--- config.mk ---
export PLATFORM = sky130hd
export DESIGN_NAME = fp_to_int_s1
export DESIGN_NICKNAME = d
export VERILOG_FILES = /design/src/rtl/fp_to_int_s1.sv
export SDC_FILE = /design/constraint.sdc
export NUM_CORES = 1
export LEC_CHECK = 0
export BUFFER_PORTS_ARGS = -buffer_cell sky130_fd_sc_hd__buf_2
export CAP_MARGIN = 40
export CELL_PAD_IN_SITES_DETAIL_PLACEMENT = 0
export CELL_PAD_IN_SITES_GLOBAL_PLACEMENT = 1
export CORE_MARGIN = 10
export CORE_UTILIZATION = 39
export DETAILED_ROUTE_END_ITERATION = 7
export GPL_TIMING_DRIVEN = 0
export PLACE_DENSITY = 0.87
export RECOVER_POWER = 100
export SETUP_SLACK_MARGIN = 0.2
export SLEW_MARGIN = 10
export SYNTH_ARGS = -nofsm -noshare
export SYNTH_HDL_FRONTEND = slang
export SYNTH_SLANG_ARGS = --single-unit
--- constraint.sdc ---
create_clock -name clock -period 2.3 [get_ports clock]
set_clock_uncertainty 0.05 [all_clocks]
set_input_delay 0.345 -clock clock [delete_from_list [all_inputs] [get_ports clock]]
set_output_delay 0.345 -clock clock [all_outputs]
set_load 0.1 [all_outputs]
--- src/rtl/fp_to_int_s1.sv ---
// -----------------------------------------------------------------------------
// fp_to_int_s1
//   First stage of the FP -> integer convert pipe (fcvt.{w,wu,l,lu}.{s,d}).
//   Unpacks an f32 or f64 operand into a double-format raw value, classifies
//   it (NaN / Inf / exponent out of range for the result width), picks the
//   left- or right-shift path for stage 2 and precomputes the shift amounts
//   and the overflow / invalid hints. Results sit in one valid/ready register.
//
// Ports
//   clock, reset           clock; asynchronous active-low reset
//   io_flush               drop the held entry and the op presented this cycle
//   io_in_valid/ready      upstream handshake
//   io_in_src/fmt/rm/op    operand (f32 NaN-boxed in [63:32]), 0=f32 1=f64,
//                          rounding mode, {64-bit result, signed}
//   io_out_valid/ready     downstream handshake
//   io_s1_*                registered stage-2 bundle
// -----------------------------------------------------------------------------
module fp_to_int_s1 (
  input  logic        clock,
  input  logic        reset,
  input  logic        io_flush,
  input  logic        io_in_valid,
  output logic        io_in_ready,
  input  logic [63:0] io_in_src,
  input  logic        io_in_fmt,
  input  logic [2:0]  io_in_rm,
  input  logic [1:0]  io_in_op,
  output logic        io_out_valid,
  input  logic        io_out_ready,
  output logic        io_s1_raw_a_sign,
  output logic [10:0] io_s1_raw_a_exp,
  output logic [52:0] io_s1_raw_a_sig,
  output logic [2:0]  io_s1_rm,
  output logic [1:0]  io_s1_op,
  output logic        io_s1_sel_lpath,
  output logic        io_s1_exp_of,
  output logic        io_s1_iv_sel_max,
  output logic        io_s1_lpath_iv,
  output logic        io_s1_lpath_of,
  output logic [3:0]  io_s1_lpath_shamt,
  output logic [10:0] io_s1_rpath_shamt
);

  // Canonical f32 quiet NaN, substituted for any operand that is not NaN-boxed.
  localparam logic [31:0] F32_QNAN = 32'h7FC0_0000;

  // ---------------------------------------------------------------------------
  // Unpack into double format
  // ---------------------------------------------------------------------------
  logic [31:0] f32_bits;
  logic        sign_d;
  logic [10:0] exp_d;
  logic [51:0] frac_d;
  logic        exp_all_ones;
  logic        is_nan;
  logic        is_inf;

  assign f32_bits = (io_in_src[63:32] == 32'hFFFF_FFFF) ? io_in_src[31:0] : F32_QNAN;

  always_comb begin
    sign_d       = 1'b0;
    exp_d        = '0;
    frac_d       = '0;
    exp_all_ones = 1'b0;
    if (io_in_fmt) begin
      sign_d       = io_in_src[63];
      exp_d        = io_in_src[62:52];
      frac_d       = io_in_src[51:0];
      exp_all_ones = (io_in_src[62:52] == 11'h7FF);
    end else begin
      sign_d       = f32_bits[31];
      // Rebias 127 -> 1023; zero/subnormal keeps exponent 0.
      exp_d        = (f32_bits[30:23] == 8'h00) ? 11'd0 : ({3'b000, f32_bits[30:23]} + 11'd896);
      frac_d       = {f32_bits[22:0], 29'b0};
      exp_all_ones = (f32_bits[30:23] == 8'hFF);
    end
  end

  assign is_nan = exp_all_ones & (frac_d != '0);
  assign is_inf = exp_all_ones & (frac_d == '0);

  // ---------------------------------------------------------------------------
  // Classification and shift precompute
  // ---------------------------------------------------------------------------
  logic signed [11:0] e_unb;
  logic signed [11:0] lim;
  logic        [52:0] sig_d;
  logic        [10:0] lshift_full;
  logic        [10:0] rpath_shamt_d;
  logic               sel_lpath_d;
  logic               exp_of_d;
  logic               iv_sel_max_d;
  logic               lpath_iv_d;
  logic               lpath_of_d;

  assign sig_d         = {exp_d != 11'd0, frac_d};
  assign e_unb         = $signed({1'b0, exp_d}) - 12'sd1023;
  assign lim           = io_in_op[1] ? 12'sd64 : 12'sd32;
  assign exp_of_d      = is_nan | is_inf | (e_unb >= lim);
  assign sel_lpath_d   = (exp_d >= 11'd1075);
  assign lshift_full   = exp_d - 11'd1075;
  // Subnormals shift as if exponent were 1; values on the left path wrap
  // here but stage 2 ignores rpath_shamt when sel_lpath is set.
  assign rpath_shamt_d = (exp_d == 11'd0) ? 11'd1074 : (11'd1075 - exp_d);
  assign lpath_iv_d    = ~io_in_op[0] & sign_d;
  // -2^63 is the one exponent-63 value that still fits a signed 64-bit result.
  assign lpath_of_d    = io_in_op[0] & (e_unb == 12'sd63) & ~(sign_d & (frac_d == '0));
  assign iv_sel_max_d  = is_nan | ~sign_d;

  // ---------------------------------------------------------------------------
  // Pipeline register
  // ---------------------------------------------------------------------------
  logic        valid_q;
  logic        fire;
  logic        sign_q;
  logic [10:0] exp_q;
  logic [52:0] sig_q;
  logic [2:0]  rm_q;
  logic [1:0]  op_q;
  logic        sel_lpath_q;
  logic        exp_of_q;
  logic        iv_sel_max_q;
  logic        lpath_iv_q;
  logic        lpath_of_q;
  logic [3:0]  lpath_shamt_q;
  logic [10:0] rpath_shamt_q;

  assign io_in_ready = ~valid_q | io_out_ready;
  assign fire        = io_in_valid & io_in_ready & ~io_flush;

  always_ff @(posedge clock or negedge reset) begin
    if (!reset) begin
      valid_q <= 1'b0;
    end else if (io_flush) begin
      valid_q <= 1'b0;
    end else if (fire) begin
      valid_q <= 1'b1;
    end else if (io_out_ready) begin
      valid_q <= 1'b0;
    end
  end

  always_ff @(posedge clock or negedge reset) begin
    if (!reset) begin
      sign_q        <= 1'b0;
      exp_q         <= '0;
      sig_q         <= '0;
      rm_q          <= '0;
      op_q          <= '0;
      sel_lpath_q   <= 1'b0;
      exp_of_q      <= 1'b0;
      iv_sel_max_q  <= 1'b0;
      lpath_iv_q    <= 1'b0;
      lpath_of_q    <= 1'b0;
      lpath_shamt_q <= '0;
      rpath_shamt_q <= '0;
    end else if (fire) begin
      sign_q        <= sign_d;
      exp_q         <= exp_d;
      sig_q         <= sig_d;
      rm_q          <= io_in_rm;
      op_q          <= io_in_op;
      sel_lpath_q   <= sel_lpath_d;
      exp_of_q      <= exp_of_d;
      iv_sel_max_q  <= iv_sel_max_d;
      lpath_iv_q    <= lpath_iv_d;
      lpath_of_q    <= lpath_of_d;
      lpath_shamt_q <= lshift_full[3:0];
      rpath_shamt_q <= rpath_shamt_d;
    end
  end

  assign io_out_valid      = valid_q;
  assign io_s1_raw_a_sign  = sign_q;
  assign io_s1_raw_a_exp   = exp_q;
  assign io_s1_raw_a_sig   = sig_q;
  assign io_s1_rm          = rm_q;
  assign io_s1_op          = op_q;
  assign io_s1_sel_lpath   = sel_lpath_q;
  assign io_s1_exp_of      = exp_of_q;
  assign io_s1_iv_sel_max  = iv_sel_max_q;
  assign io_s1_lpath_iv    = lpath_iv_q;
  assign io_s1_lpath_of    = lpath_of_q;
  assign io_s1_lpath_shamt = lpath_shamt_q;
  assign io_s1_rpath_shamt = rpath_shamt_q;

endmodule
Word-level counts from Yosys, hierarchy flattened --
Index checks and enable logic that the tools add are counted. W data, S select, Z words.
Cells by class: multipliers 0, $lt $le $gt $ge 2, muxes and demuxes 11, shifts and indexed selects 0, add/sub/neg operators 4, bitwise logic cells 17, divide/modulo/power cells 0, reduce and logical (&&, ||, !) cells 6, eq/ne operators 4
Operators by type and width (number):
- $logic_not A52 Y1 | 1
- $mux W52 | 1
- $reduce_bool A52 Y1 | 1
- $mux W11 | 3
- $eq A32 B32 Y1 const B | 1
- $mux W32 | 1
- $eq A12 B7 Y1 const B | 1
- $ge A12 B8 Y1 | 1
- $sub A11 B10 Y12 const B | 1
- $add A8 B10 Y11 const B | 1
- $eq A11 B11 Y1 const B | 1
- $ge A11 B11 Y1 const B | 1
- $logic_not A11 Y1 | 1
- $reduce_bool A11 Y1 | 1
- $sub A11 B11 Y11 const A | 1
- $and A1 B1 Y1 | 8
- $eq A8 B8 Y1 const B | 1
- $logic_not A8 Y1 | 1
- $mux W7 | 1
- $mux W1 | 5
- $not A1 Y1 | 5
- $or A1 B1 Y1 | 4
- $sub A4 B2 Y4 const B | 1
- $reduce_bool A3 Y1 | 1
Word-level totals: output and inout port bits 92, latch bits 0, register bits after elaboration 91, logic and storage cells 57, input port bits 75, bits in read-only memories 0, memories 0, bits in writable memories 0

Depth between registers and ports, before layout --
depth in word-level cells 9, depth in mapped cells 15, mapped depth without buffers 15

Worst setup path after synthesis --
OpenSTA, ideal clock, no wires.
path type in2reg, start point in io_in_src[50], end point reg exp_of_q (netlist: io_s1_exp_of), stages 15, slack -1250 ps, data arrival time 3377 ps, data required time 2126 ps, setup time 124 ps, path buffers 0, cell sequence nand4_1 nor4_2 nand3_1 or3_1 o21ai_0 inv_1 ha_1 nand2_1 nor4b_1 a221oi_1 a22oi_1 ha_1 a21oi_1 nand2_1 o31a_1
On the way: longest elaborated chain between the ends 8, elaborated cells on any way between the ends 17, classes of those cells add/sub (2); order compare (1); eq/ne (2); mux (5); bitwise (4); reduce/logical (3)
RTL lines:
- start: declaration | line 24 | input logic [63:0] io_in_src,
- $eq A32 B32 Y1 * | line 58 | assign f32_bits = (io_in_src[63:32] == 32'hFFFF_FFFF) ? io_in_src[31:0] : F32_QNAN;
- $mux W32 * | line 58
- $add A8 B10 Y11 or $logic_not A8 Y1 (tied branches) | line 73 | exp_d = (f32_bits[30:23] == 8'h00) ? 11'd0 : ({3'b000, f32_bits[30:23]} + 11'd896);
- $mux W11 * | line 73
- $mux W11 * | line 65 | if (io_in_fmt) begin
- $sub A11 B10 Y12 * | line 97 | assign e_unb = $signed({1'b0, exp_d}) - 12'sd1023;
- named net e_unb[0] | line 85 | logic signed [11:0] e_unb;
- $ge A12 B8 Y1 * | line 99 | assign exp_of_d = is_nan | is_inf | (e_unb >= lim);
- $or A1 B1 Y1 * | line 99
- end signal: assignment | line 164 | exp_of_q <= exp_of_d;
- end: declaration | line 121 | logic exp_of_q;
Mark *: on every way through the listed nets, which the timed path passes. The rest lies on a longest branch. A chain may end at the register's enable or synchronous reset.

Worst setup path in the final report --
start point in io_in_src[50], end point reg exp_of_q (netlist: io_s1_exp_of)
On the way: longest elaborated chain between the ends 8, elaborated cells on any way between the ends 17, classes of those cells add/sub (2); order compare (1); eq/ne (2); mux (5); bitwise (4); reduce/logical (3)
RTL lines:
- $eq A32 B32 Y1 * | line 58
- $mux W32 * | line 58
- $add A8 B10 Y11 or $logic_not A8 Y1 (tied branches) | line 73
- $mux W11 * | line 73
- $mux W11 * | line 65
- named net exp_d[1] | line 52 | logic [10:0] exp_d;
- $sub A11 B10 Y12 * | line 97
- $ge A12 B8 Y1 * | line 99
- $or A1 B1 Y1 * | line 99
Marked as above.

==> summary.txt <==
Power
  – Leak: 2.99 nW
  – PD cells: 886 nW/um^2
  – Worst vdd ir: 0.000476 V
  – Design Power: 5.95 mW

Floorplan
  – Chip height: 132 microns
  – Total I/O pin count: 167
  – Initial Util: 40.2%
  – Core area: 12100 sq um
  – Die Area: 17300 sq um
  – Row cnt: 40
  – Die X: 132 microns

Timing
  – Slew @ Worst Pin: 1210 ps
  – RSZ-0062 raised after global routing: yes
  – Slew margin rel.: 19.6%
  – Final worst slack: -842 ps
  – Fin. max-slew vios: 0
  – Final setup viols: 4
  – Fmax: 318 MHz
  – Period utilization: 137%
  – Crit path time final: 3140 ps
  – Fin. Hold Viols: 0

Synthesis
  – Cell count after synthesis: 579
  – Adder-Cell Fraction of Synth Area: 2.06%
  – Post-synthesis sequential element count: 91
  – Sequential fraction of the synthesis area: 46.8%
  – Mux contribution to synthesized area: 0.411%
  – Largest family of logic cells by synthesized area: simple AND/OR/NAND/NOR gates
  – Yosys top cell by area: dfrtp_1
  – Share of the synthesized area in the top cell type: 46.8%
  – Ys flop type: dfrtp_1
  – Area contributors post-synth: dfrtp_1 47%, nand2_1 11%, o21ai_0 6.0%
  – Synth Area in Compound Gates: 15.2%
  – Mapped Area: 4870 sq um
  – Post-synth EDFFs: 0
  – Ys Warns: 0
  – Simple-gate share of the synthesized area: 30.0%
  – Synthesized area per cell: 8.41 sq um
  – Syn_nets: 662
  – Post-synthesis xor/xnor area fraction: 2.16%
  – Fraction of registers with async set/reset: 100%
  – Cell variety after synth: 53

Routing
  – Vias: 5289
  – Met3 routed WL: 1290 microns
  – # DRC: 0
  – Via-to-Cell Ratio: 5.54
  – Antenna Nets Post-Route: 0
  – Wire length on met1: 8360 microns
  – Routed wl met2: 9600 microns
  – Routed wire length: 19800 microns
  – Drt wl/cell: 20.7 microns
  – DR pass1 iterations: 5
  – DRT iter0 DRCs: 350
  – Max layer used: met4

Clock network
  – Clk buf depth: 2
  – Clk_lat worst skew: 350 ps
  – H-tree depth: 3
  – Inserted Clock Buffers: 9
  – Clk sinks: 91
  – Worst-path clk slew: 70 ps
  – CTS root buf: clkbuf_16
  – CTS tree: yes

Global route
  – GR Util All Layers: 22.0%
  – Antenna violations before repair: 1
  – Congestion Overflow GR: 0
  – Largest net degree at the start of global routing: 50
  – Vias in the first global route: 5391
  – First-pass GRT wire length: 30600 microns

Placement
  – PortBufs: 165
  – Placed cell areas: 6110 sq um
  – DP HPWL: 15500 microns
  – Routability cong.: 0.922
  – Pre-CTS WS: -1700 ps

Finish
  – NumNets Final: 864
  – Layout cells sized above 1: 22.6%
  – Final Instance Area: 6720 sq um
  – Area Growth Syn to Fin: 38.1%

Worst setup path
  – Crit path launch type: primary input
  – Crit Path Max Fanout: 5
  – WP data required: 2540 ps
  – CP endpoint kind: flop
  – Worst EP arrival: 3380 ps
  – Crit Path Category: primary input to flop

Hold path
  – Worst min path class: primary input to flop

Status
  – Violated checks: setup timing
  – Outcome: finished, violations left

Flow run
  – Max capacitance violation total: 0
## report_power, final
group / internal [mW] / switching [mW]
Sequential: 1.81 / 0.121
Clock: 0.885 / 0.662
Combinational: 0.364 / 2.11
Total: 3.06 / 2.89
## through the flow
step	hold WS [ps]	instances	TNS [ps]	util, %
3_5_place_dp	335	913	-30620	50.4
5_1_grt	146	955	-9220	55.5
6_report	142	955	-1670	55.5
3_3_place_gp	394	912	-31940	50.1
4_1_cts	116	945	-1190	55.5
2_1_floorplan	-0.591	579	-1810	-
## layout make-up
class	instances	area, sq um
Inverter	10	41.3
Multi-Input combinational cell	445	2690
Buffer	33	206
Timing Repair Buffer	191	986
Antenna cell	1	2.50
Tap cell	168	210
Clock inverter	4	58.8
Clock buffer	12	246
Fill cell	1238	5390
Sequential cell	91	2280
## per-layer routing
layer  vias to the layer above  global-route usage [%]
met5                         -                       0
met4                         0                    7.73
met3                        40                    5.26
met2                       243                    36.3
met1                      2552                    27.5
li1                       2454                       -
## cell usage in the layout, fill, tap and decap left out, types with 3 or more instances in the layout
cell type and instances:
buf_6 18, nand4_1 11, or3_1 8, nor3_1 5, clkbuf_8 3, nor3_4 3, inv_1 7, a31oi_1 3
nand2_2 4, a21oi_1 32, clkbuf_2 6, clkbuf_16 9, clkbuf_1 105, a21oi_2 3, o21ai_0 14, dfrtp_1 90
o31a_1 3, ha_4 3, xnor2_1 4, nand3b_1 3, clkbuf_4 3, nand3_1 37, nor4_1 12, nor2_1 24
o211ai_1 5, buf_4 24, ha_1 4, xor2_1 6, buf_2 65, nand2_1 141, nor4_4 3, nor3b_1 21
o21ai_1 42
## cells in the mapped netlist (all sizes together), types with 3 or more instances
| master | count |
|---|---|
| a211oi | 3 |
| a21oi | 35 |
| a31oi | 3 |
| buf | 9 |
| clkbuf | 24 |
| dfrtp | 91 |
| ha | 8 |
| inv | 10 |
| nand2 | 146 |
| nand3 | 40 |
| nand3b | 3 |
| nand4 | 11 |
| nor2 | 24 |
| nor3 | 9 |
| nor3b | 23 |
| nor4 | 17 |
| o211ai | 5 |
| o21ai | 60 |
| o31a | 3 |
| or3 | 10 |
| or4 | 4 |
| xnor2 | 6 |
| xor2 | 6 |
## flip-flops by register name, indices dropped and copies added (netlist names)
name and count:
io_out_valid 1, io_s1_exp_of 1, io_s1_iv_sel_max 1, io_s1_lpath_iv 1
io_s1_lpath_of 1, io_s1_lpath_shamt 4, io_s1_op 2, io_s1_raw_a_exp 11
io_s1_raw_a_sig 53, io_s1_raw_a_sign 1, io_s1_rm 3, io_s1_rpath_shamt 11
io_s1_sel_lpath 1
## final timing paths
path                                          start                  end  slack (ps)  depth (start not counted)
worst min register to register  io_s1_raw_a_sig[13]  io_s1_raw_a_sig[13]         420                          2
worst min-delay path                    io_in_rm[0]          io_s1_rm[0]         140                          3
max in group asynchronous                     reset  io_s1_raw_a_sig[20]         180                          3
worst max register to register         io_out_valid       io_s1_lpath_of          20                          7
worst max-delay path                  io_in_src[50]         io_s1_exp_of        -840                         16
min in group asynchronous                     reset         io_out_valid         670                          2
## cells by family (layout without fill, tap and decap cells)
| group | count (synthesis) | in the layout |
|---|---|---|
| AND/OR/NAND/NOR | 296 | 296 |
| XOR/XNOR | 12 | 12 |
| adder cells (fa/ha/maj) | 8 | 8 |
| AO/OA/AOI/OAI | 127 | 127 |
| other | 0 | 1 |
| multiplexers | 2 | 2 |
| buffers and inverters | 43 | 250 |
| flip-flops | 91 | 91 |
## what timing repair did
action,in CTS,in global routing
hold buffers,1,0
resized for setup,36,23
pin swaps,19,18
setup buffers,15,9
endpoints found under the setup margin,69,47
hold endpoints to repair,42,0
## worst max-delay path: stages
cell and delay, ps:
buf_6 70, nand4_1 190, nor4_4 420, nand3_2 140, or3_4 360, o21ai_4 90, inv_2 80, ha_4 170
nand2_4 100, nor4b_2 50, a221oi_1 290, a22oi_1 160, ha_1 360, nand3_1 110, a211oi_1 260, o31a_1 170
Power figures use the tool's default switching activity.
